$ cat config.mk
export PLATFORM = sky130hd
export DESIGN_NAME = branch_resolve_unit
export DESIGN_NICKNAME = d
export VERILOG_FILES = /design/src/rtl/branch_resolve_unit.sv
export SDC_FILE = /design/constraint.sdc
export NUM_CORES = 1
export LEC_CHECK = 0
export ABC_CLOCK_PERIOD_IN_PS = 2700
export BUFFER_PORTS_ARGS = -buffer_cell sky130_fd_sc_hd__buf_4
export CORE_MARGIN = 4
export CORE_UTILIZATION = 53
export CTS_CLUSTER_DIAMETER = 120
export DETAILED_ROUTE_END_ITERATION = 12
export GPL_ROUTABILITY_DRIVEN = 0
export PLACE_DENSITY = 0.84
export SLEW_MARGIN = 20
export SYNTH_ARGS = -nofsm -noshare
export SYNTH_HDL_FRONTEND = slang
export SYNTH_SLANG_ARGS = --single-unit
$ cat constraint.sdc
create_clock -name clk -period 2.7 [get_ports clk]
set_input_delay 0.135 -clock clk [delete_from_list [all_inputs] [get_ports clk]]
set_output_delay 0.135 -clock clk [all_outputs]
set_load 0.01 [all_outputs]
$ cat src/rtl/branch_resolve_unit.sv
// rtl/branch_resolve_unit.sv - execute-stage branch resolution, fetch redirect and predictor training
module branch_resolve_unit #(
  parameter int CNT_W = 32
) (
  input  logic             clk,
  input  logic             rst,
  input  logic             stallE,
  input  logic             flushE,
  input  logic             stallM,
  input  logic             flushM,
  input  logic             branchD,
  input  logic             branchL_D,
  input  logic             pred_takeD,
  input  logic [2:0]       cmp_typeD,
  input  logic [31:0]      pcD,
  input  logic [31:0]      targetD,
  input  logic [31:0]      rs_valueE,
  input  logic [31:0]      rt_valueE,
  input  logic             redirect_ready,
  output logic             redirect_valid,
  output logic [31:0]      redirect_pc,
  output logic             kill_f,
  output logic             annul_d,
  output logic             branchM,
  output logic             actual_takeM,
  output logic [31:0]      pcM,
  output logic             mispredM,
  output logic [CNT_W-1:0] branch_cnt,
  output logic [CNT_W-1:0] mispred_cnt
);

  typedef enum logic {IDLE, PENDING} state_t;

  localparam logic [CNT_W-1:0] CNT_ONE = {{(CNT_W-1){1'b0}}, 1'b1};

  logic        branchE, branchL_E, predTakeE;
  logic [2:0]  cmpTypeE;
  logic [31:0] pcE, targetE;

  logic        condE, actualTakeE, mispredE;
  logic [31:0] correctPc;

  state_t      state, nextState;
  logic [31:0] pendPc;

  logic        branchMReg, mispredMReg, advancedM;

  // ID/EX register; a flush only needs to kill the branch bits
  always_ff @(posedge clk or negedge rst) begin
    if (!rst) begin
      branchE   <= 1'b0;
      branchL_E <= 1'b0;
      predTakeE <= 1'b0;
      cmpTypeE  <= 3'd0;
      pcE       <= 32'd0;
      targetE   <= 32'd0;
    end else if (flushE) begin
      branchE   <= 1'b0;
      branchL_E <= 1'b0;
    end else if (!stallE) begin
      branchE   <= branchD;
      branchL_E <= branchL_D;
      predTakeE <= pred_takeD;
      cmpTypeE  <= cmp_typeD;
      pcE       <= pcD;
      targetE   <= targetD;
    end
  end

  always_comb begin
    condE = 1'b0;
    case (cmpTypeE)
      3'd0:    condE = (rs_valueE == rt_valueE);
      3'd1:    condE = (rs_valueE != rt_valueE);
      3'd2:    condE = rs_valueE[31] | (rs_valueE == 32'd0);
      3'd3:    condE = ~rs_valueE[31] & (rs_valueE != 32'd0);
      3'd4:    condE = rs_valueE[31];
      3'd5:    condE = ~rs_valueE[31];
      default: condE = 1'b0;
    endcase
  end

  // resolution only counts in the cycle the branch leaves E
  assign actualTakeE = branchE & condE;
  assign mispredE    = branchE & (actualTakeE != predTakeE) & ~stallM;
  assign correctPc   = actualTakeE ? targetE : pcE + 32'd8;
  assign annul_d     = branchE & branchL_E & ~actualTakeE & ~stallM;

  always_comb begin
    nextState      = state;
    redirect_valid = 1'b0;
    redirect_pc    = 32'd0;
    kill_f         = 1'b0;
    case (state)
      IDLE: begin
        if (mispredE) begin
          redirect_valid = 1'b1;
          redirect_pc    = correctPc;
          kill_f         = 1'b1;
          if (!redirect_ready) nextState = PENDING;
        end
      end
      PENDING: begin
        redirect_valid = 1'b1;
        redirect_pc    = pendPc;
        kill_f         = 1'b1;
        if (redirect_ready) nextState = IDLE;
      end
      default: nextState = IDLE;
    endcase
  end

  always_ff @(posedge clk or negedge rst) begin
    if (!rst) begin
      state  <= IDLE;
      pendPc <= 32'd0;
    end else begin
      state <= nextState;
      if (state == IDLE && mispredE && !redirect_ready) pendPc <= correctPc;
    end
  end

  // EX/MEM register; advancedM marks the first cycle of a freshly loaded entry
  always_ff @(posedge clk or negedge rst) begin
    if (!rst) begin
      branchMReg   <= 1'b0;
      actual_takeM <= 1'b0;
      pcM          <= 32'd0;
      mispredMReg  <= 1'b0;
      advancedM    <= 1'b0;
    end else begin
      advancedM <= ~stallM;
      if (flushM) begin
        branchMReg  <= 1'b0;
        mispredMReg <= 1'b0;
      end else if (!stallM) begin
        branchMReg   <= branchE;
        actual_takeM <= actualTakeE;
        pcM          <= pcE;
        mispredMReg  <= mispredE;
      end
    end
  end

  assign branchM  = branchMReg & advancedM;
  assign mispredM = mispredMReg & advancedM;

  always_ff @(posedge clk or negedge rst) begin
    if (!rst) begin
      branch_cnt  <= '0;
      mispred_cnt <= '0;
    end else begin
      if (branchM && branch_cnt != '1) branch_cnt <= branch_cnt + CNT_ONE;
      if (mispredM && mispred_cnt != '1) mispred_cnt <= mispred_cnt + CNT_ONE;
    end
  end

endmodule
== After elaboration in Yosys (flattened, before gate mapping) ==
Index checks and enable logic that the tools add are counted.
Storage, ports and cells
  register bits after elaboration: 203
  input port bits: 141
  output and inout bits: 134
  logic and storage cells: 74
Operators by class
  add/sub/neg operators: 3
  equality and inequality tests: 12
  multiplexer cells: 17
  bitwise gates (word level): 17
  reductions and logical operators: 10
Operators by type and width (number)
  $add A32 B1 Y32 const B: 2
  $mux W32: 2
  $ne A32 B32 Y1 const B: 2
  $pmux W32 S2: 1
  $add A32 B4 Y32 const B: 1
  $eq A32 B32 Y1: 1
  $logic_not A32 Y1: 1
  $ne A32 B32 Y1: 1
  $reduce_bool A32 Y1: 1
  $mux W1: 11
  $and A1 B1 Y1: 9
  $not A1 Y1: 7
  $eq A3 B2 Y1 const B: 2
  $eq A3 B3 Y1 const B: 2
  $pmux W1 S6: 1
  $logic_and A1 B1 Y1: 4
  $ne A2 B1 Y1 const B: 2
  $pmux W1 S2: 2
  $reduce_and A2 Y1: 2
  $eq A3 B1 Y1 const B: 1
  $logic_not A3 Y1: 1
  $logic_not A1 Y1: 1
  $ne A1 B1 Y1: 1
  $or A1 B1 Y1: 1

== Logic depth before layout (Yosys ltp) ==
Gate-level depths: netlist of run 1.
  depth after elaboration: 9
  mapped depth: 10
  depth with buffers taken out: 8

== Least setup slack after synthesis of run 1 ==
OpenSTA, ideal clock, no wires.
  path kind: reg2reg
  from: register branch_cnt[14]
  to: register branch_cnt[27]
  arrival time: 2.081 ns
  setup slack: 0.492 ns
  cell stages (with the launch flop): 9
  buffers on the path: 1
  period minus slack after synthesis: 2.208 ns
  path through: dfrtp_1 > and4_1 > nand4_1 > nor4_1 > a211oi_1 > and2_1 > clkbuf_1 > and3_1 > xor2_1
On the way
  cells in the longest elaborated chain, start to end: 2
Ends and longest elaborated chain
  from (decl): line 28  | output logic [CNT_W-1:0] branch_cnt,
  from (signal assigned): line 153  | if (branchM && branch_cnt != '1) branch_cnt <= branch_cnt + CNT_ONE;
  parallel branches: the longest is 2 deep, another holds $add A32 B1 Y32
Parallel ways; which one is timed is not known.
A chain may end at the register's enable or synchronous reset.

== Final worst setup path of run 1 ==
  from: register pcE[5]
  to: output redirect_pc[30]
On the way
  cells in the longest elaborated chain, start to end: 4
Ends and longest elaborated chain
  from (decl): line 38  | logic [31:0] pcE, targetE;
  from (signal assigned): line 65  | pcE <= pcD;
  $add A32 B4 Y32: line 86  | assign correctPc = actualTakeE ? targetE : pcE + 32'd8;
  $mux W32: line 86
  $mux W32: line 96  | if (mispredE) begin
  $pmux W32 S2: line 94  | case (state)
  to (decl): line 21  | output logic [31:0] redirect_pc,
No other way between the ends.

==> results.toml, run 1 <==
[run_status]
outcome = "complete, but fails checks"
violations = "setup timing"

[detailed_routing]
route.antenna.remaining_nets = 0
wirelength_um = 34040
wl_per_cell_um = 21.29
drtPass1Iterations = 6
drt_iter0_drc = 775
drc = 0
vias_per_std_cell = 5.973
vias = 9551

[yosys]
synthesis.nets = 1097
synth-seq-area-share_pct = 50.16
yosysTopAreaCellShare_pct = 50.16
yosys.cell_types.count = 45
synth_top_cells_by_area = "sky130_fd_sc_hd__dfrtp_1 (50%), sky130_fd_sc_hd__mux2_2 (9.2%), sky130_fd_sc_hd__xnor2_1 (7.2%)"
synth-seq-cells = 203
yosys_most_used_dff = "sky130_fd_sc_hd__dfrtp_1"
synth_area_leader_cell = "sky130_fd_sc_hd__dfrtp_1"
syn_area_mm2 = 0.01013
yosys_warnings = 0
synthArstFlopShare_pct = 100.0
synth_cells = 953
synth_top_cells_by_count = "sky130_fd_sc_hd__dfrtp_1 (203), sky130_fd_sc_hd__nand2_1 (84), sky130_fd_sc_hd__mux2_2 (83), sky130_fd_sc_hd__xnor2_1 (83), sky130_fd_sc_hd__nor2_1 (58)"
synth_enable_flop_cells = 0
synthMostInstantiatedCell = "sky130_fd_sc_hd__dfrtp_1"
postSynthAreaPerCell_um2 = 10.63

[power_and_ir_drop]
leakage_nw = 6.836
pwr-share-clk_pct = 35.2
p_seq_share_pct = 42.9
p_int_mw = 6.552
totalPowerFinal_mw = 9.215
power.density_mw_per_mm2 = 621.7
power_switching_share_pct = 28.89
max-vdd-ir-drop_mv = 0.7184
combPwrFrac_pct = 21.9
power.net_switching_mw = 2.663

[place]
place_ws_ps = 59.00
numPortBuffers = 274
detailed_place_hpwl_um = 21900

[floorplanning]
coreArea_mm2 = 0.01877
initial_utilization_pct = 53.96
floorplan.die_area_mm2 = 0.02138
std_cell_rows = 50
fp.dieH_um = 146.2
ios = 275
chipWidth_um = 146.2

[worst_setup_path]
worst_setup_path_start_kind = "register"
slowest_delay_ps = 370
crit_path_end_kind = "primary output"
worstSetupPathType = "reg -> out"
worst-endpoint-arrival_ps = 2760
critical_path.cell_chain = "buf_6 > and3_4 > nand4_1 > nor3_1 > buf_4 > nand4_1 > xnor2_2 > o221ai_2 > buf_4"
critical_path_required_ps = 2570
cp_slowest_cell = "sky130_fd_sc_hd__dfrtp_1"
top_fanout_value_on_the_critical_path = 6

[global_routing]
track_usage_pct = 29.78
grt_first_pass_wirelength_um = 52070
grt_pass1_vias = 9709
maximum_number_of_pins_on_one_net_before_global_route_repair = 71
overflow = 0
antenna_violations_before_repair = 0

[final_layout]
n_fill_cell = 1092
layout-drive-gt1-share_pct = 38.20
net_count_final = 1492
areaGrowthSynthToFinish_pct = 46.36

[sta]
rsz0062_at_grt = "yes"
timing.final.crit_period_ps = 2895
finalSetupViolations = 15
finalMaxSlewViolations = 0
final.period_utilization_pct = 107.2
final_skew_ps = 18.78
final-hold-violation-count = 0
worst_slew_pin_slew_ps = 606.8
slew_headroom_pct = 59.55
fmax_mhz = 345.5
fin_ws_ps = -194.5

[cts]
tritoncts.num_buffers = 23
htreeDepth = 1
worst_setup_hold_path_clk_slew_ps = 60
clock_sink_count = 203
tritoncts = "built"
clock-root-buffer = "sky130_fd_sc_hd__clkbuf_16"
insertion_delay_ps = 510
clock_path_buffers = 3

[job]
max-cap-violations = 0

[worst_hold_path]
worstHoldPathType = "in -> reg"
layer usage:
| metal | track usage [%] | share of wire, % |
|---|---|---|
| met1 | 38.02 | 38 |
| met5 | 0 | 0 |
| met2 | 49.73 | 50 |
| met3 | 5.680 | 8.2 |
| met4 | 12.98 | 4.2 |
layout by cell type, fill, tap and decap left out, types with 4 or more instances in the layout:
cell type / netlist / final
sky130_fd_sc_hd__mux2i_1: 5 / 4
sky130_fd_sc_hd__and3_1: 19 / 18
sky130_fd_sc_hd__clkinvlp_4: 0 / 4
sky130_fd_sc_hd__a221o_1: 20 / 20
sky130_fd_sc_hd__buf_4: 2 / 301
sky130_fd_sc_hd__and2_1: 14 / 12
sky130_fd_sc_hd__o211ai_1: 11 / 11
sky130_fd_sc_hd__inv_1: 46 / 46
sky130_fd_sc_hd__nor2_1: 58 / 54
sky130_fd_sc_hd__nand3_1: 54 / 49
sky130_fd_sc_hd__nand4_1: 34 / 34
sky130_fd_sc_hd__nand3_2: 0 / 5
sky130_fd_sc_hd__a21oi_1: 5 / 5
sky130_fd_sc_hd__dfrtp_1: 203 / 197
sky130_fd_sc_hd__nor4_1: 16 / 12
sky130_fd_sc_hd__nor3_1: 48 / 47
sky130_fd_sc_hd__clkinv_2: 0 / 4
sky130_fd_sc_hd__and4_1: 9 / 9
sky130_fd_sc_hd__o221ai_1: 6 / 4
sky130_fd_sc_hd__a211oi_1: 5 / 4
sky130_fd_sc_hd__buf_12: 1 / 8
sky130_fd_sc_hd__dfrtp_2: 0 / 6
sky130_fd_sc_hd__xnor2_1: 83 / 80
sky130_fd_sc_hd__clkbuf_8: 0 / 4
sky130_fd_sc_hd__clkbuf_16: 0 / 25
sky130_fd_sc_hd__buf_6: 2 / 20
sky130_fd_sc_hd__o221ai_2: 10 / 10
sky130_fd_sc_hd__nand2_1: 84 / 81
sky130_fd_sc_hd__o21ai_0: 21 / 20
sky130_fd_sc_hd__or2_2: 6 / 5
sky130_fd_sc_hd__dlygate4sd3_1: 0 / 77
sky130_fd_sc_hd__xor2_1: 37 / 33
sky130_fd_sc_hd__a211o_1: 12 / 12
sky130_fd_sc_hd__mux2_2: 83 / 83
worst paths after layout:
check / to / cells after the start / slack [ps] / startpoint
setup / recovery: redirect_pc[30] / 9 / -190 / pcE[5]$_DFFE_PN0P_
hold / removal: cmpTypeE[2]$_DFFE_PN0P_ / 3 / 140 / stallE
max in group asynchronous: targetE[18]$_DFFE_PN0P_ / 3 / 1660 / rst
hold reg to reg: branch_cnt[28]$_DFFE_PN0P_ / 1 / 490 / branch_cnt[28]$_DFFE_PN0P_
setup reg to reg: pendPc[30]$_DFFE_PN0P_ / 9 / 250 / pcE[5]$_DFFE_PN0P_
min in group asynchronous: mispred_cnt[19]$_DFFE_PN0P_ / 2 / 200 / rst
state kept, by name, indices dropped and copies added (netlist names), 3 cells and up:
register     count
branch_cnt      32
cmpTypeE         3
mispred_cnt     32
pendPc          32
targetE         32
pcM             32
pcE             32
what timing repair did:
item                                    in CTS  in global routing
resized for setup                           16                 66
endpoints found under the hold margin      141                  0
buffers inserted                             4                 16
gates cloned                                 0                  2
pin swaps                                    5                 39
endpoints found under the setup margin      27                 33
hold buffers                                77                  0
stage by stage:
stage | hold WS [ps] | TNS (ps) | std cells | util (%) | area [um^2]
final | 138.4 | -966.8 | 1599 | 78.97 | 14820
after detailed placement | 191.5 | 0 | 1459 | 67.62 | 12690
after floorplan | -160.6 | 0 | 953 | - | 10130
after CTS | 114.1 | 0 | 1581 | 76.42 | 14340
after global placement | 188.1 | 0 | 1459 | 67.62 | 12690
after global routing | 142.5 | -2930 | 1598 | 78.96 | 14820
logic make-up after synthesis:
kind of cell	count (synthesis)	share of synthesized area (%)
compound gates	97	8.142
flops	203	50.16
simple gates	353	17.41
fa+ha+maj	3	0.3707
xor+xnor	120	10.38
buf+inv	89	3.818
mux	88	9.723
layout make-up:
type | instances | area [um^2] | area share [%]
Timing Repair Buffer | 411 | 3510 | 23.68
Inverter | 48 | 180.2 | 1.216
Multi-Input combinational cell | 661 | 4967 | 33.51
Antenna cell | 1 | 2.502 | 0.01688
Clock buffer | 28 | 624.3 | 4.212
Clock inverter | 13 | 157.7 | 1.064
Tap cell | 234 | 292.8 | 1.975
Sequential cell | 203 | 5087 | 34.32
power groups by stage:
| stage | clock network, mW | logic [mW] | registers (mW) |
|---|---|---|---|
| after floorplan | 0 | 0.849 | 3.92 |
| final | 3.24 | 2.02 | 3.95 |
| after CTS | 3.25 | 1.85 | 3.90 |
| after detailed placement | 0 | 1.71 | 3.94 |
| after global routing | 3.41 | 2.17 | 4.01 |
| after global placement | 0 | 1.65 | 3.91 |
worst max-delay path: cells and delay by family, from the launching register on:
| kind | cells | cell delay (ps) |
|---|---|---|
| AND/OR/NAND/NOR | 4 | 960 |
| flip-flops | 1 | 370 |
| XOR/XNOR | 1 | 300 |
| AO/OA/AOI/OAI | 1 | 120 |
| buffers and inverters | 3 | 480 |
No activity file was read; power rests on OpenSTA's default activity.
==> inputs of run 2 (changes only) <==
- CORE_MARGIN: 4 -> 2
- CORE_UTILIZATION: 53 -> 55
- CTS_BUF_LIST: default -> sky130_fd_sc_hd__clkbuf_2
- PLACE_DENSITY: 0.84 -> 0.86
==> results.toml, run 2 (same netlist as run 1, synthesis figures left out) <==
[sta]
finalMaxSlewViolations = 0
timing.final.crit_period_ps = 3486
fmax_mhz = 286.9
rsz0062_at_grt = "yes"
final_skew_ps = 161.6
slew_headroom_pct = 49.85
worst_slew_pin_slew_ps = 745.3
final-hold-violation-count = 18
hold_slack_ps = -44.56
fin_ws_ps = -785.6
finalSetupViolations = 35
final.period_utilization_pct = 129.1

[worst_setup_path]
critical_path_required_ps = 2570
worst_setup_path_start_kind = "register"
top_fanout_value_on_the_critical_path = 4
worstSetupPathType = "reg -> out"
slowest_delay_ps = 520
crit_path_end_kind = "primary output"
worst-endpoint-arrival_ps = 3350
timing.critical_path.mode_cell = "sky130_fd_sc_hd__nor4_4"
critical_path.cell_chain = "nand2_1 > nor4_4 > nand3_2 > nor4_4 > buf_4 > xnor2_4 > nor3_2 > a221o_1 > buf_6"
cp_slowest_cell = "sky130_fd_sc_hd__dfrtp_1"

[global_routing]
grt_first_pass_wirelength_um = 58420
antenna_violations_before_repair = 2
grt_pass1_vias = 10890
track_usage_pct = 37.77
maximum_number_of_pins_on_one_net_before_global_route_repair = 89
overflow = 0

[floorplanning]
ios = 275
fp.dieH_um = 139.7
chipWidth_um = 139.7
floorplan.die_area_mm2 = 0.01951
initial_utilization_pct = 56.18
coreArea_mm2 = 0.01802
std_cell_rows = 49

[detailed_routing]
vias_per_std_cell = 6.166
drtPass1Iterations = 6
vias = 10670
wl_per_cell_um = 23.67
route.antenna.remaining_nets = 0
wirelength_um = 40980
drc = 0
drt_iter0_drc = 1418

[final_layout]
layout.core_utilization_pct = 85.07
net_count_final = 1602
areaGrowthSynthToFinish_pct = 51.41
final_common_cell = "sky130_fd_sc_hd__buf_4"
most-common-layout-cells = "sky130_fd_sc_hd__buf_4 (309), sky130_fd_sc_hd__dfrtp_1 (193), sky130_fd_sc_hd__dlygate4sd3_1 (146)"
layout-drive-gt1-share_pct = 39.23

[power_and_ir_drop]
max-vdd-ir-drop_mv = 0.5422
power_switching_share_pct = 35.81
p_seq_share_pct = 46.4
combPwrFrac_pct = 27.5
power.net_switching_mw = 3.092
pwr-share-clk_pct = 26.1
p_int_mw = 5.541
power.density_mw_per_mm2 = 563.0
totalPowerFinal_mw = 8.633
leakage_nw = 7.150

[cts]
worst_setup_hold_path_clk_slew_ps = 190
clock-root-buffer = "sky130_fd_sc_hd__clkbuf_2"
tritoncts.num_buffers = 53
clock_sink_count = 203
clock_path_buffers = 3
htreeDepth = 2
insertion_delay_ps = 980
tritoncts = "built"

[worst_hold_path]
worstHoldPathType = "in -> reg"

[run_status]
violations = "hold timing, setup timing"
outcome = "complete, but fails checks"

[job]
max-cap-violations = 0

[place]
numPortBuffers = 274
detailed_place_hpwl_um = 21000
## run 2: cell count changes in the layout (fill, tap and decap cells not counted), sizes merged
| cell | before | now |
|---|---|---|
| clkinv | 6 | 24 |
| buf | 331 | 344 |
| diode | 1 | 3 |
| clkbuf | 31 | 74 |
| dlygate4sd3 | 77 | 146 |
| bufinv | 3 | 0 |
| clkinvlp | 4 | 0 |
| inv | 48 | 47 |
## run 2: path summary, 6_finish.rpt
path                                        from                     end  slack (ps)  cells after the start
min                                       stallE   predTakeE$_DFFE_PN0P_         -40                      4
max in group asynchronous                    rst      pcE[5]$_DFFE_PN0P_        1830                      4
min reg2reg                pendPc[7]$_DFFE_PN0P_   pendPc[7]$_DFFE_PN0P_         500                      1
max reg2reg                  pcE[13]$_DFFE_PN0P_  pendPc[24]$_DFFE_PN0P_          40                      9
max                          pcE[13]$_DFFE_PN0P_         redirect_pc[31]        -790                      9
min in group asynchronous                    rst     pcM[30]$_DFFE_PN0P_         370                      4
## run 2: cell type report
type / instances / area [um^2]
clock inverter: 23 / 95.09
antenna: 3 / 7.507
multi-input combinational: 661 / 5040
timing repair buffer: 491 / 4267
clock buffer: 73 / 365.4
sequential: 203 / 5092
inverter: 48 / 180.2
tap: 229 / 286.5
fill: 892 / 2691
## run 2: repair_timing
action / 4_1_cts / 5_1_grt
endpoints found under the hold margin: 316 / 0
setup buffers: 22 / 17
setup endpoints to repair: 35 / 42
cloned: 1 / 0
hold buffers: 147 / 0
pin swaps: 17 / 18
resized for setup: 59 / 48
## run 2: per-stage QoR
step	instances	cell area, um^2	setup WS [ps]	TNS, ps
global route	1729	15330	-751.2	-17300
finish	1731	15330	-785.6	-16360
global placement	1451	12670	61.35	0
CTS	1716	15050	-326.9	-9889
floorplan	953	10130	491.8	0
detailed placement	1451	12670	-36.80	-230.3
## run 2: power groups by stage
stage,Combinational (mW),Sequential [mW],Clock [mW]
global route,2.49,4.03,2.40
finish,2.37,4.01,2.25
detailed placement,1.71,3.95,0
CTS,2.10,3.90,2.10
floorplan,0.849,3.92,0
global placement,1.65,3.92,0
## run 2: critical path, delay by kind of cell, from the launching register on
kind | cells | cell delay [ps]
flip-flops | 1 | 520
AND/OR/NAND/NOR | 5 | 1100
AO/OA/AOI/OAI | 1 | 290
XOR/XNOR | 1 | 130
buffers and inverters | 2 | 330
## run 2: per-layer routing
metal | share of wire (%) | wire length (um) | GRT usage [%] | vias up
met5 | 0 | 0 | 0 | -
met4 | 7.7 | 3152 | 19.53 | 0
met3 | 11 | 4373 | 9.119 | 294
met2 | 46 | 19050 | 63.26 | 864
met1 | 35 | 14410 | 45.48 | 5108
li1 | - | - | - | 4408
